$ cat config.mk
export PLATFORM = sky130hd
export DESIGN_NAME = com_tpram_arb
export DESIGN_NICKNAME = d
export VERILOG_FILES = /design/src/rtl/com_tpram_arb_pkg.sv /design/src/rtl/com_rr_arb.sv /design/src/rtl/com_tpram_arb.sv
export SDC_FILE = /design/constraint.sdc
export NUM_CORES = 1
export LEC_CHECK = 0
export ABC_CLOCK_PERIOD_IN_PS = 7700
export BUFFER_PORTS_ARGS = -buffer_cell sky130_fd_sc_hd__buf_2
export CORE_MARGIN = 5
export CORE_UTILIZATION = 34
export DETAILED_ROUTE_END_ITERATION = 10
export GPL_TIMING_DRIVEN = 0
export HOLD_SLACK_MARGIN = 0.1
export PLACE_DENSITY = 0.8
export SYNTH_ARGS = -nofsm -noshare
export SYNTH_HDL_FRONTEND = slang
export SYNTH_HIERARCHICAL = 1
export SYNTH_SLANG_ARGS = --single-unit
$ cat constraint.sdc
create_clock -name clk -period 7.7 [get_ports clk]
set_input_delay 1.54 -clock clk [delete_from_list [all_inputs] [get_ports clk]]
set_output_delay 1.54 -clock clk [all_outputs]
set_load 0.05 [all_outputs]
$ cat src/rtl/com_tpram_arb_pkg.sv
// com_tpram_arb_pkg: shared types and helpers for the two-port RAM arbiter.
//   state_e   : controller state (ST_INIT sweep, ST_RUN normal operation)
//   OH_MAX    : widest one-hot vector accepted by oh2idx (max read requesters)
//   oh2idx()  : one-hot to binary index conversion
package com_tpram_arb_pkg;

  typedef enum logic [0:0] {ST_INIT, ST_RUN} state_e;

  localparam int unsigned OH_MAX = 16;

  // Zero input yields index 0; callers qualify the index with a valid flag.
  function automatic logic [3:0] oh2idx(input logic [OH_MAX-1:0] oh);
    logic [3:0] idx;
    idx = '0;
    for (int unsigned i = 0; i < OH_MAX; i++) begin
      if (oh[i]) idx = idx | 4'(i);
    end
    return idx;
  endfunction

endpackage

$ cat src/rtl/com_rr_arb.sv
// com_rr_arb: round-robin arbiter with a hold input.
//   clk, rst_n : clock, asynchronous active-low reset
//   req[N]     : request vector
//   hold       : suppress the grant and the pointer update this cycle
//   gnt[N]     : one-hot grant (zero when hold or no request)
//   gnt_idx    : index of the candidate winner, valid whenever any req is set,
//                independent of hold so the caller can derive hold from it
module com_rr_arb
  import com_tpram_arb_pkg::*;
#(
  parameter  int unsigned N     = 4,
  localparam int unsigned IDX_W = (N > 1) ? $clog2(N) : 1
) (
  input  logic             clk,
  input  logic             rst_n,
  input  logic [N-1:0]     req,
  input  logic             hold,
  output logic [N-1:0]     gnt,
  output logic [IDX_W-1:0] gnt_idx
);

  logic [IDX_W-1:0] last_q, last_d;
  logic [IDX_W-1:0] pos;
  logic [N-1:0]     cand;

  // Search starts one past the last winner and wraps modulo N.
  always_comb begin
    cand = '0;
    pos  = '0;
    for (int unsigned k = 0; k < N; k++) begin
      pos = IDX_W'((32'(last_q) + 1 + k) % N);
      if (cand == '0 && req[pos]) cand[pos] = 1'b1;
    end
  end

  always_comb begin
    gnt_idx = IDX_W'(oh2idx(OH_MAX'(cand)));
    gnt     = hold ? '0 : cand;
    last_d  = (!hold && (|cand)) ? gnt_idx : last_q;
  end

  always_ff @(posedge clk or negedge rst_n) begin
    if (!rst_n) last_q <= IDX_W'(N - 1);
    else        last_q <= last_d;
  end

endmodule

$ cat src/rtl/com_tpram_arb.sv
// com_tpram_arb: shares one two-port RAM between one writer and RD_N readers.
// Optional post-reset zero sweep is enabled by defining COM_TPRAM_ARB_INIT_EN.
//   clk, rst_n                 : clock, asynchronous active-low reset
//   wr_vld/wr_rdy/wr_strb/
//   wr_addr/wr_data            : write request (passed through to the RAM)
//   rd_req/rd_addr/rd_gnt      : per-requester read request, address, grant
//   rsp_vld/rsp_data           : one-hot response id and read data
//   init_done                  : array usable
//   ram_wr_*/ram_rd_*          : RAM write and read ports (read latency 1)
module com_tpram_arb
  import com_tpram_arb_pkg::*;
#(
  parameter  int unsigned DATA_W = 32,
  parameter  int unsigned DEPTH  = 64,
  parameter  int unsigned STRB_W = 1,
  parameter  int unsigned RD_N   = 4,
  localparam int unsigned ADDR_W = $clog2(DEPTH)
) (
  input  logic                   clk,
  input  logic                   rst_n,
  input  logic                   wr_vld,
  output logic                   wr_rdy,
  input  logic [STRB_W-1:0]      wr_strb,
  input  logic [ADDR_W-1:0]      wr_addr,
  input  logic [DATA_W-1:0]      wr_data,
  input  logic [RD_N-1:0]        rd_req,
  input  logic [RD_N*ADDR_W-1:0] rd_addr,
  output logic [RD_N-1:0]        rd_gnt,
  output logic [RD_N-1:0]        rsp_vld,
  output logic [DATA_W-1:0]      rsp_data,
  output logic                   init_done,
  output logic [STRB_W-1:0]      ram_wr_en,
  output logic [ADDR_W-1:0]      ram_wr_addr,
  output logic [DATA_W-1:0]      ram_wr_data,
  output logic                   ram_rd_en,
  output logic [ADDR_W-1:0]      ram_rd_addr,
  input  logic [DATA_W-1:0]      ram_rd_data
);

  localparam int unsigned IDX_W = (RD_N > 1) ? $clog2(RD_N) : 1;

  logic              in_init;
  logic              in_run;
  logic [ADDR_W-1:0] sweep_addr;

`ifdef COM_TPRAM_ARB_INIT_EN
  state_e            state_q, state_d;
  logic [ADDR_W-1:0] init_cnt_q, init_cnt_d;

  always_comb begin
    state_d    = state_q;
    init_cnt_d = init_cnt_q;
    if (state_q == ST_INIT) begin
      init_cnt_d = init_cnt_q + 1'b1;
      if (init_cnt_q == ADDR_W'(DEPTH - 1)) begin
        state_d    = ST_RUN;
        init_cnt_d = '0;
      end
    end
  end

  always_ff @(posedge clk or negedge rst_n) begin
    if (!rst_n) begin
      state_q    <= ST_INIT;
      init_cnt_q <= '0;
    end else begin
      state_q    <= state_d;
      init_cnt_q <= init_cnt_d;
    end
  end

  assign in_init    = rst_n & (state_q == ST_INIT);
  assign in_run     = rst_n & (state_q == ST_RUN);
  assign sweep_addr = init_cnt_q;
  assign init_done  = (state_q == ST_RUN);
`else
  assign in_init    = 1'b0;
  assign in_run     = rst_n;
  assign sweep_addr = '0;
  assign init_done  = 1'b1;
`endif

  // Write path: sweep zeros during INIT, otherwise pass the request through.
  always_comb begin
    wr_rdy      = in_run;
    ram_wr_en   = '0;
    ram_wr_addr = wr_addr;
    ram_wr_data = wr_data;
    if (in_init) begin
      ram_wr_en   = '1;
      ram_wr_addr = sweep_addr;
      ram_wr_data = '0;
    end else if (in_run && wr_vld) begin
      ram_wr_en = wr_strb;
    end
  end

  logic [IDX_W-1:0]  win_idx;
  logic [ADDR_W-1:0] win_addr;
  logic              collision;
  logic              arb_hold;

  // A read of the address being written this cycle is deferred one cycle so
  // it returns the new data instead of relying on RAM read-during-write.
  assign win_addr  = rd_addr[32'(win_idx) * ADDR_W +: ADDR_W];
  assign collision = wr_vld & (|wr_strb) & (win_addr == wr_addr);
  assign arb_hold  = ~in_run | collision;

  com_rr_arb #(.N(RD_N)) u_arb (
    .clk     (clk),
    .rst_n   (rst_n),
    .req     (rd_req),
    .hold    (arb_hold),
    .gnt     (rd_gnt),
    .gnt_idx (win_idx)
  );

  assign ram_rd_en   = |rd_gnt;
  assign ram_rd_addr = win_addr;

  logic [RD_N-1:0] rsp_q, rsp_d;

  assign rsp_d = rd_gnt;

  always_ff @(posedge clk or negedge rst_n) begin
    if (!rst_n) rsp_q <= '0;
    else        rsp_q <= rsp_d;
  end

  assign rsp_vld  = rsp_q;
  assign rsp_data = ram_rd_data;

endmodule
Yosys cells after proc, flatten, opt, wreduce, memory -nomap -nowiden
Cells that the tools add are included.
{"block": "op_classes", "addsub": 4, "multipliers": 1, "magnitude_cmp": 8, "eq_ne": 1, "n_shift": 1, "muxes": 25, "bitwise": 7, "reduce_logical": 15}
{"op": "24-bit by 6-bit indexed part select with 6-bit output", "n": 1}
{"op": "4-bit two-way mux", "n": 5}
{"op": "4-bit logical NOT", "n": 3}
{"op": "2-bit by 3-bit < comparator with 1-bit output, second input constant", "n": 4}
{"op": "4-bit bitwise OR", "n": 3}
{"op": "1-bit two-way mux", "n": 10}
{"op": "1-bit logical AND", "n": 9}
{"op": "1-bit binary-select mux with 2-bit select", "n": 4}
{"op": "1-bit demux with 2-bit select", "n": 4}
{"op": "2-bit by 1-bit greater-or-equal comparator with 1-bit output, second input constant", "n": 4}
{"op": "4-bit OR reduction", "n": 2}
{"op": "6-bit equality test", "n": 1}
{"op": "2-bit by 1-bit adder with 2-bit output, second input constant", "n": 2}
{"op": "2-bit adder, second input constant", "n": 2}
{"op": "2-bit by 2-bit multiplier with 4-bit output, second input constant", "n": 1}
{"op": "2-bit two-way mux", "n": 2}
{"op": "1-bit AND", "n": 2}
{"op": "1-bit logical NOT", "n": 1}
{"op": "1-bit inverter", "n": 1}
{"op": "1-bit bitwise OR", "n": 1}
{"block": "word_totals", "ff_bits": 6, "output_inout_bits": 88, "wordCells": 64}

Logic depth before layout (Yosys ltp)
Gate-level depths: netlist of run 1.
{"block": "logic_depth", "word_depth": 25, "mapped_depth": 19, "mapped_depth_nobuf": 15}

Cells and area by module
The synthesis of run 1 kept the hierarchy.
{"mod": "com_tpram_arb", "instances": 1, "cells_per_inst": 95, "area_per_inst_um2": 898.4, "seq_area_each_um2": 100.1}
{"mod": "com_rr_arb", "instances": 1, "cells_per_inst": 81, "area_per_inst_um2": 714.4, "seq_area_each_um2": 52.6}

Worst setup path before layout of run 1
OpenSTA, ideal clock, no wires.
{"block": "synth_timing", "path_type": "input-to-output", "start": "in rd_req[3]", "end": "out ram_rd_en", "arrival_time_ps": 6067, "required_time_ps": 6160, "slack_ps": 93, "cell_stages": 15, "path_cell_list": "mux2_1 > o32a_1 > o211a_1 > a221oi_4 > nor4b_4 > a211oi_1 > inv_1 > buf_6 > mux4_1 > xnor2_1 > nand3_1 > o41ai_2 > buf_1 > a21oi_1 > or4_1"}
{"block": "synth_via", "elab_chain_len": 22}
{"item": "from (decl)", "line": "com_tpram_arb.sv:26", "source": "input logic [RD_N-1:0] rd_req,"}
{"item": "1-bit binary-select mux with 2-bit select", "line": "com_rr_arb.sv:32", "source": "if (cand == '0 && req[pos]) cand[pos] = 1'b1;"}
{"item": "1-bit two-way mux (not written as such)", "line": "com_rr_arb.sv:32"}
{"item": "4-bit two-way mux", "line": "com_rr_arb.sv:32"}
{"item": "4-bit logical NOT", "line": "com_rr_arb.sv:32"}
{"item": "1-bit logical AND", "line": "com_rr_arb.sv:32"}
{"item": "4-bit two-way mux", "line": "com_rr_arb.sv:32"}
{"item": "4-bit logical NOT", "line": "com_rr_arb.sv:32"}
{"item": "1-bit logical AND", "line": "com_rr_arb.sv:32"}
{"item": "[... 7 more ...]"}
{"item": "named net win_idx[0]", "line": "com_tpram_arb.sv:98", "source": "logic [IDX_W-1:0] win_idx;"}
{"item": "[... 2 more ...]"}
{"item": "named net ram_rd_addr[1]", "line": "com_tpram_arb.sv:36", "source": "output logic [ADDR_W-1:0] ram_rd_addr,"}
{"item": "6-bit equality test (*)", "line": "com_tpram_arb.sv:106", "source": "assign collision = wr_vld & (|wr_strb) & (win_addr == wr_addr);"}
{"item": "1-bit AND (*)", "line": "com_tpram_arb.sv:106"}
{"item": "1-bit bitwise OR (*)", "line": "com_tpram_arb.sv:107", "source": "assign arb_hold = ~in_run | collision;"}
{"item": "named net arb_hold", "line": "com_tpram_arb.sv:101", "source": "logic arb_hold;"}
{"item": "4-bit two-way mux (*)", "line": "com_rr_arb.sv:38", "source": "gnt = hold ? '0 : cand;"}
{"item": "named net rd_gnt[1]", "line": "com_tpram_arb.sv:28", "source": "output logic [RD_N-1:0] rd_gnt,"}
{"item": "4-bit OR reduction (*)", "line": "com_tpram_arb.sv:118", "source": "assign ram_rd_en = |rd_gnt;"}
{"item": "to (decl)", "line": "com_tpram_arb.sv:35", "source": "output logic ram_rd_en,"}
The timed path passes the listed nets; every way through them passes the cells marked *. The select of a mux whose other input is x is not followed.

Worst setup path in the final report of run 1
{"block": "layout_timing", "start": "in rd_req[3]", "end": "out ram_rd_en"}
{"block": "layout_via", "elab_chain_len": 22}
{"item": "1-bit binary-select mux with 2-bit select", "line": "com_rr_arb.sv:32"}
{"item": "1-bit two-way mux (not written as such)", "line": "com_rr_arb.sv:32"}
{"item": "4-bit two-way mux", "line": "com_rr_arb.sv:32"}
{"item": "4-bit logical NOT", "line": "com_rr_arb.sv:32"}
{"item": "1-bit logical AND", "line": "com_rr_arb.sv:32"}
{"item": "4-bit two-way mux", "line": "com_rr_arb.sv:32"}
{"item": "4-bit logical NOT", "line": "com_rr_arb.sv:32"}
{"item": "1-bit logical AND", "line": "com_rr_arb.sv:32"}
{"item": "[... 7 more ...]"}
{"item": "named net win_idx[0]", "line": "com_tpram_arb.sv:98"}
{"item": "2-bit by 2-bit multiplier with 4-bit output (*)", "line": "com_tpram_arb.sv:105", "source": "assign win_addr = rd_addr[32'(win_idx) * ADDR_W +: ADDR_W];"}
{"item": "24-bit by 6-bit indexed part select with 6-bit output (*)", "line": "com_tpram_arb.sv:105"}
{"item": "6-bit equality test (*)", "line": "com_tpram_arb.sv:106"}
{"item": "1-bit AND (*)", "line": "com_tpram_arb.sv:106"}
{"item": "1-bit bitwise OR (*)", "line": "com_tpram_arb.sv:107"}
{"item": "named net arb_hold", "line": "com_tpram_arb.sv:101"}
{"item": "4-bit two-way mux (*)", "line": "com_rr_arb.sv:38"}
{"item": "4-bit OR reduction (*)", "line": "com_tpram_arb.sv:118"}
Marked as above.

==> results.yml, run 1 <==
power_and_ir_drop:
  irDropWorstVdd_uv: 416
  seqPwrFrac: 0.047
  power_density_nw_per_um2: 539
  clkPwrFrac: 0.040
  sw_frac_of_total: 0.614
  p_leak_nw: 1.33
  pwr-share-comb: 0.913
  p_int_mw: 0.488
  p_switching_mw: 0.777
cts:
  cts_max_path_buffers: 2
  cts_num_sinks: 6
  cts_max_level: 1
  hold_buffers: 0
  clk_latency_ns: 0.22
  cts_root_buffer: "clkbuf_8"
  cts_buffers: 3
  cts_tree: "done"
  path_clk_slew_ns: 0.04
global_routing:
  grt_pass1_wl_um: 6870
  track_usage: 0.134
  grt_pass1_vias: 1565
  antenna_found_initial: 0
  top_usage_layer: "met2"
  grt_use_met1: 0.154
  grtUsageMet3: 0.0408
  gr-total-overflow: 0
  gr-usage-met2: 0.235
  grt_start_max_net_pins: 11
critical_path:
  cp_common_cell: "buf_2"
  crit_path_cell_trace: "buf_2 -> mux2_1 -> o32a_1 -> o211a_1 -> a221oi_4 -> nor4b_4 -> a211oi_1 -> inv_1 -> buf_6 -> mux4_2 -> xnor2_1 -> nand3_1 -> o41ai_2 -> clkbuf_2 -> a21oi_1 -> or4_1 -> buf_2"
  slowest_delay_ns: 0.53
  crit_buf_inv: 5
  path_depth: 17
  cp.required_ns: 6.16
  crit_slowest_cell: "mux4_2"
  endpoint_kind: "output pin"
  path_delay_family: "compound AO/OA/AOI/OAI gates"
  cp.arrival_ns: 5.85
  critPathKind: "input port to output pin"
  cp_max_fo: 8
  reg2reg_depth: 17
  critPathLaunchType: "input port"
drt:
  drc: 0
  antenna_left: 0
  viasPerCell: 4.72
  drt_iter0_drc: 94
  wirelength_um: 4710
  vias: 1689
  wire_per_inst_um: 13.2
  firstDrtPassIters: 4
floorplan:
  core.rowCount: 25
  chipWidth_um: 78.9
  start_util: 0.346
  pin_count: 190
  core_um2: 4660
  die_y_um: 78.9
  die_area_um2: 6220
synth:
  synth-async-reset-ratio: 1.00
  synth_area_leaders: "buf_4 (34%), mux4_1 (6.5%), dfrtp_1 (6.2%), ha_1 (6.2%), mux4_2 (5.6%)"
  syn_inst: 176
  yosysMostFrequentCell: "buf_4"
  postSynthAreaPerCell_um2: 9.16
  syn_nets: 286
  synthTopCellsByCount: "buf_4 (72), ha_1 (8), nand2_1 (6), nor2_1 (6)"
  netlist.area_leader.share: 0.335
  ys_ff_latch: 6
  seq_area_frac_synth: 0.0946
  synth_ff_type: "dfrtp_1"
  synth_top_area_cell: "buf_4"
  ys_types: 51
  synth_edf_count: 0
  netlist_area_um2: 1610
  ys_warn_count: 6
cells_and_area:
  stdcell_area_um2: 2350
  multiInputGateArea_um2: 873
  utilization: 0.504
  drive_above_1_share: 0.724
  nNetsFinal: 415
  nFillCells: 451
  antenna_cells: 0
  area_growth_pct: 45.5
  register_area_um2: 153
min_path:
  worstHoldPathCells: 2
  hold_path.class: "register to register"
sta:
  finalMaxSlewViolations: 0
  setup_viol_count_final: 0
  skew_ns: 0.00226
  period_minus_slack_ns: 7.39
  min_period_over_period: 0.959
  rsz0062_at_grt: "false"
  worstMarginPinSlew_ns: 0.569
  setup_tns_ns: 0
  relSlewSlack: 0.618
  max_freq_mhz: 135
  hold_viol_final: 0
  holdWs_ns: 0.581
place:
  dp_hpwl_um: 4170
  dpl-instance-area_um2: 2300
  gp_congestion: 0.815
  portBuffers: 124
run:
  drv_cap: 0
outcome:
  status: "complete, no violations"
## through the flow
stage               cells  worst slack [ns]  power (mW)
floorplan             176            0.0935        1.01
global placement      354             0.268        1.20
detailed placement    354             0.227        1.21
CTS                   358             0.213        1.27
global route          358            0.0467        1.34
finish                358             0.314        1.26
## power groups by stage
stage                     Clock, mW  Combinational [mW]  Sequential [mW]
after floorplan                   0               0.936           0.0771
after global placement            0                1.14           0.0589
after detailed placement          0                1.15           0.0598
after CTS                    0.0520                1.15           0.0597
after global routing         0.0539                1.23           0.0621
final                        0.0504                1.15           0.0597
## metal layers
metal  vias up  wire, um  share of wire
li1        815         -              -
met1       763      1700           0.36
met2       101      2410           0.51
met3        10       509           0.11
met4         0        96          0.020
met5         -         0              0
## what timing repair did
item                       in CTS  in global routing
gates resized for setup         0                  1
setup endpoints to repair       0                  1
setup buffers                   0                  0
hold endpoints to repair        0                  0
## final cells by class
| class | instances | area share |
|---|---|---|
| Timing Repair Buffer | 124 | 0.264 |
| Inverter | 4 | 0.00640 |
| Buffer | 76 | 0.244 |
| Clock buffer | 4 | 0.0192 |
| Sequential cell | 6 | 0.0650 |
| Multi-Input combinational cell | 90 | 0.372 |
| Tap cell | 54 | 0.0288 |
## sequential cells by signal, indices dropped and copies added (netlist names)
| signal | cells |
|---|---|
| u_arb/last_q | 2 |
| rsp_vld | 4 |
## final timing paths
| kind | slack [ns] | start | endpoint |
|---|---|---|---|
| min in group asynchronous | 1.15 | rst_n | rsp_vld[0] |
| worst min-delay path | 0.58 | u_arb/last_q[1] | u_arb/last_q[1] |
| worst max-delay path | 0.31 | rd_req[3] | ram_rd_en |
| max in group asynchronous | 6.31 | rst_n | u_arb/last_q[1] |
| worst min register to register | 0.58 | u_arb/last_q[1] | u_arb/last_q[1] |
| worst max register to register | 2.81 | u_arb/last_q[0] | u_arb/last_q[1] |
## logic make-up after synthesis
family | after synthesis | share of synthesized area
compound gates | 27 | 0.154
other cells | 1 | 0.00233
fa+ha+maj | 8 | 0.0621
simple gates | 31 | 0.108
mux | 17 | 0.183
xor+xnor | 6 | 0.0326
flops | 6 | 0.0946
buf+inv | 80 | 0.364
## layout by cell type (no fill, tap or decap), types with 2 or more instances in the layout
cell type,instances
nand4_1,2
inv_1,4
buf_2,125
a22o_1,2
a21oi_1,5
mux2i_1,4
nor3_1,3
mux4_2,4
xnor2_1,4
xor2_1,2
mux4_1,4
dfrtp_1,4
nor2_1,6
nand2_1,6
buf_6,2
o21ai_0,2
mux2_1,3
nand3_1,5
clkbuf_8,3
ha_1,8
and3_1,2
dfstp_2,2
buf_4,72
## worst register-to-register path: stages, from the launching register on
cell and delay [ns]:
dfstp_2 0.60, buf_6 0.18, inv_1 0.10, ha_1 0.37, mux2_1 0.35, o32a_1 0.40
o211a_1 0.27, a221oi_4 0.32, nor4b_4 0.31, a211oi_1 0.16, inv_1 0.09, buf_6 0.13
mux4_2 0.53, xnor2_1 0.15, nand3_1 0.10, o41ai_2 0.32, clkbuf_2 0.25, o221ai_1 0.16
(Power assumes the default switching activity.)
==> run 2, diff against run 1 <==
--- a/config.mk
+++ b/config.mk
@@ -12,7 +12,8 @@
 export DETAILED_ROUTE_END_ITERATION = 10
 export GPL_TIMING_DRIVEN = 0
 export HOLD_SLACK_MARGIN = 0.1
-export PLACE_DENSITY = 0.8
+export PLACE_DENSITY = 0.93
+export SETUP_SLACK_MARGIN = 0.2
 export SYNTH_ARGS = -nofsm -noshare
 export SYNTH_HDL_FRONTEND = slang
 export SYNTH_HIERARCHICAL = 1
==> results.yml, run 2 (synthesis results as in run 1) <==
cts:
  cts_max_level: 1
  clk_latency_ns: 0.22
  cts_buffers: 3
  cts_num_sinks: 6
  cts_root_buffer: "clkbuf_8"
  hold_buffers: 0
  path_clk_slew_ns: 0.04
  cts_tree: "done"
  cts_max_path_buffers: 2
global_routing:
  gr-usage-met2: 0.250
  grt_use_met1: 0.145
  track_usage: 0.129
  gr-total-overflow: 0
  grt_pass1_vias: 1562
  grtUsageMet3: 0.0215
  grt_pass1_wl_um: 6800
  antenna_found_initial: 0
  top_usage_layer: "met2"
  grt_start_max_net_pins: 11
drt:
  wirelength_um: 4680
  wire_per_inst_um: 13.0
  antenna_left: 0
  viasPerCell: 4.63
  firstDrtPassIters: 4
  drc: 0
  drt_iter0_drc: 137
  vias: 1668
place:
  portBuffers: 124
  dp_hpwl_um: 4140
  dp_worst_setup_slack_ns: 0.185
  dp.cells: 354
  gp_congestion: 0.820
cells_and_area:
  area_growth_pct: 47.3
  multiInputGateArea_um2: 887
  final_cell_mix: "buf_2 (126), buf_4 (74), ha_1 (8)"
  layout_commonest_cell: "buf_2"
  largest_register_ff_count: 4
  nFillCells: 444
  drive_above_1_share: 0.735
  utilization: 0.510
  nNetsFinal: 417
  register_area_um2: 153
  antenna_cells: 0
  final_cells: 360
critical_path:
  r2r_slack_ns: 3.01
  startpoint: "rd_req[3]"
  reg2reg_depth: 17
  critPathLaunchType: "input port"
  r2r_end: "rsp_vld[1]"
  cp.arrival_ns: 5.68
  endpoint_kind: "output pin"
  cp_max_fo: 8
  cp.required_ns: 6.16
  reg2reg_from: "u_arb/last_q[0]"
  critPathKind: "input port to output pin"
sta:
  period_minus_slack_ns: 7.22
  max_freq_mhz: 138
  skew_ns: 0.00372
  finalMaxSlewViolations: 0
  holdWs_ns: 0.569
  setup_tns_ns: 0
  setup_slack_ns: 0.476
  rsz0062_at_grt: "false"
  setup_viol_count_final: 0
  hold_viol_final: 0
  min_period_over_period: 0.938
power_and_ir_drop:
  irDropWorstVdd_uv: 318
  power_density_nw_per_um2: 545
  p_leak_nw: 1.35
floorplan:
  pin_count: 190
  chipWidth_um: 78.9
  die_y_um: 78.9
  core_um2: 4660
  core.rowCount: 25
  die_area_um2: 6220
  start_util: 0.346
min_path:
  min_to: "u_arb/last_q[1]"
  worstHoldPathCells: 2
  hold_path.class: "register to register"
  min_from: "u_arb/last_q[1]"
run:
  drv_cap: 0
outcome:
  status: "complete, no violations"
## run 2: worst max path at each step
stage / endpoint / depth (start not counted) / slack (ns)
after global placement: ram_rd_en / 17 / 0.25
after floorplan: ram_rd_en / 15 / 0.22
final: ram_rd_en / 17 / 0.48
after global routing: ram_rd_en / 17 / 0.20
after CTS: ram_rd_en / 17 / 0.29
after detailed placement: ram_rd_en / 17 / 0.18
## run 2: repair_timing
item / CTS / global route
pin swaps: 0 / 0
hold endpoints to repair: 0 / 0
gates resized for setup: 1 / 2
setup buffers: 0 / 2
setup endpoints to repair: 1 / 1
## run 2: metrics by stage
| step | area (um^2) | total power, mW |
|---|---|---|
| 6_report | 2380 | 1.30 |
| 3_3_place_gp | 2300 | 1.20 |
| 5_1_grt | 2380 | 1.37 |
| 3_5_place_dp | 2300 | 1.22 |
| 2_1_floorplan | 1620 | 1.02 |
| 4_1_cts | 2350 | 1.27 |
## run 2: final cells by class
type                    instances  share of cell area
multi-input cells              90               0.373
repair buffers                126               0.268
plain buffers                  76               0.241
flip-flops and latches          6              0.0642
well taps                      54              0.0284
inverters                       4             0.00632
clock buffers                   4              0.0190
## run 2: power breakdown
part / leakage [nW] / total (mW) / internal, mW / switching, mW
sequential: 0.0745 / 0.0601 / 0.0483 / 0.0118
combinational: 1.25 / 1.19 / 0.428 / 0.758
clock: 0.0228 / 0.0501 / 0.0357 / 0.0144
## run 2: routing by layer
layer / share of wire / up-vias
met4: 0.0060 / 0
met1: 0.35 / 747
met2: 0.55 / 97
li1: - / 820
met3: 0.096 / 4
met5: 0 / -
## run 2: worst max-delay path, stage by stage
cell and delay, ns:
buf_2 0.13, mux2_1 0.30, o32a_1 0.40, o211a_1 0.27, a221oi_4 0.21, nor4b_4 0.28
a211oi_2 0.13, inv_1 0.08, buf_6 0.13, mux4_1 0.61, xnor2_1 0.17, nand3_1 0.10
o41ai_2 0.21, buf_2 0.24, a21oi_1 0.10, or4_4 0.54, buf_2 0.22
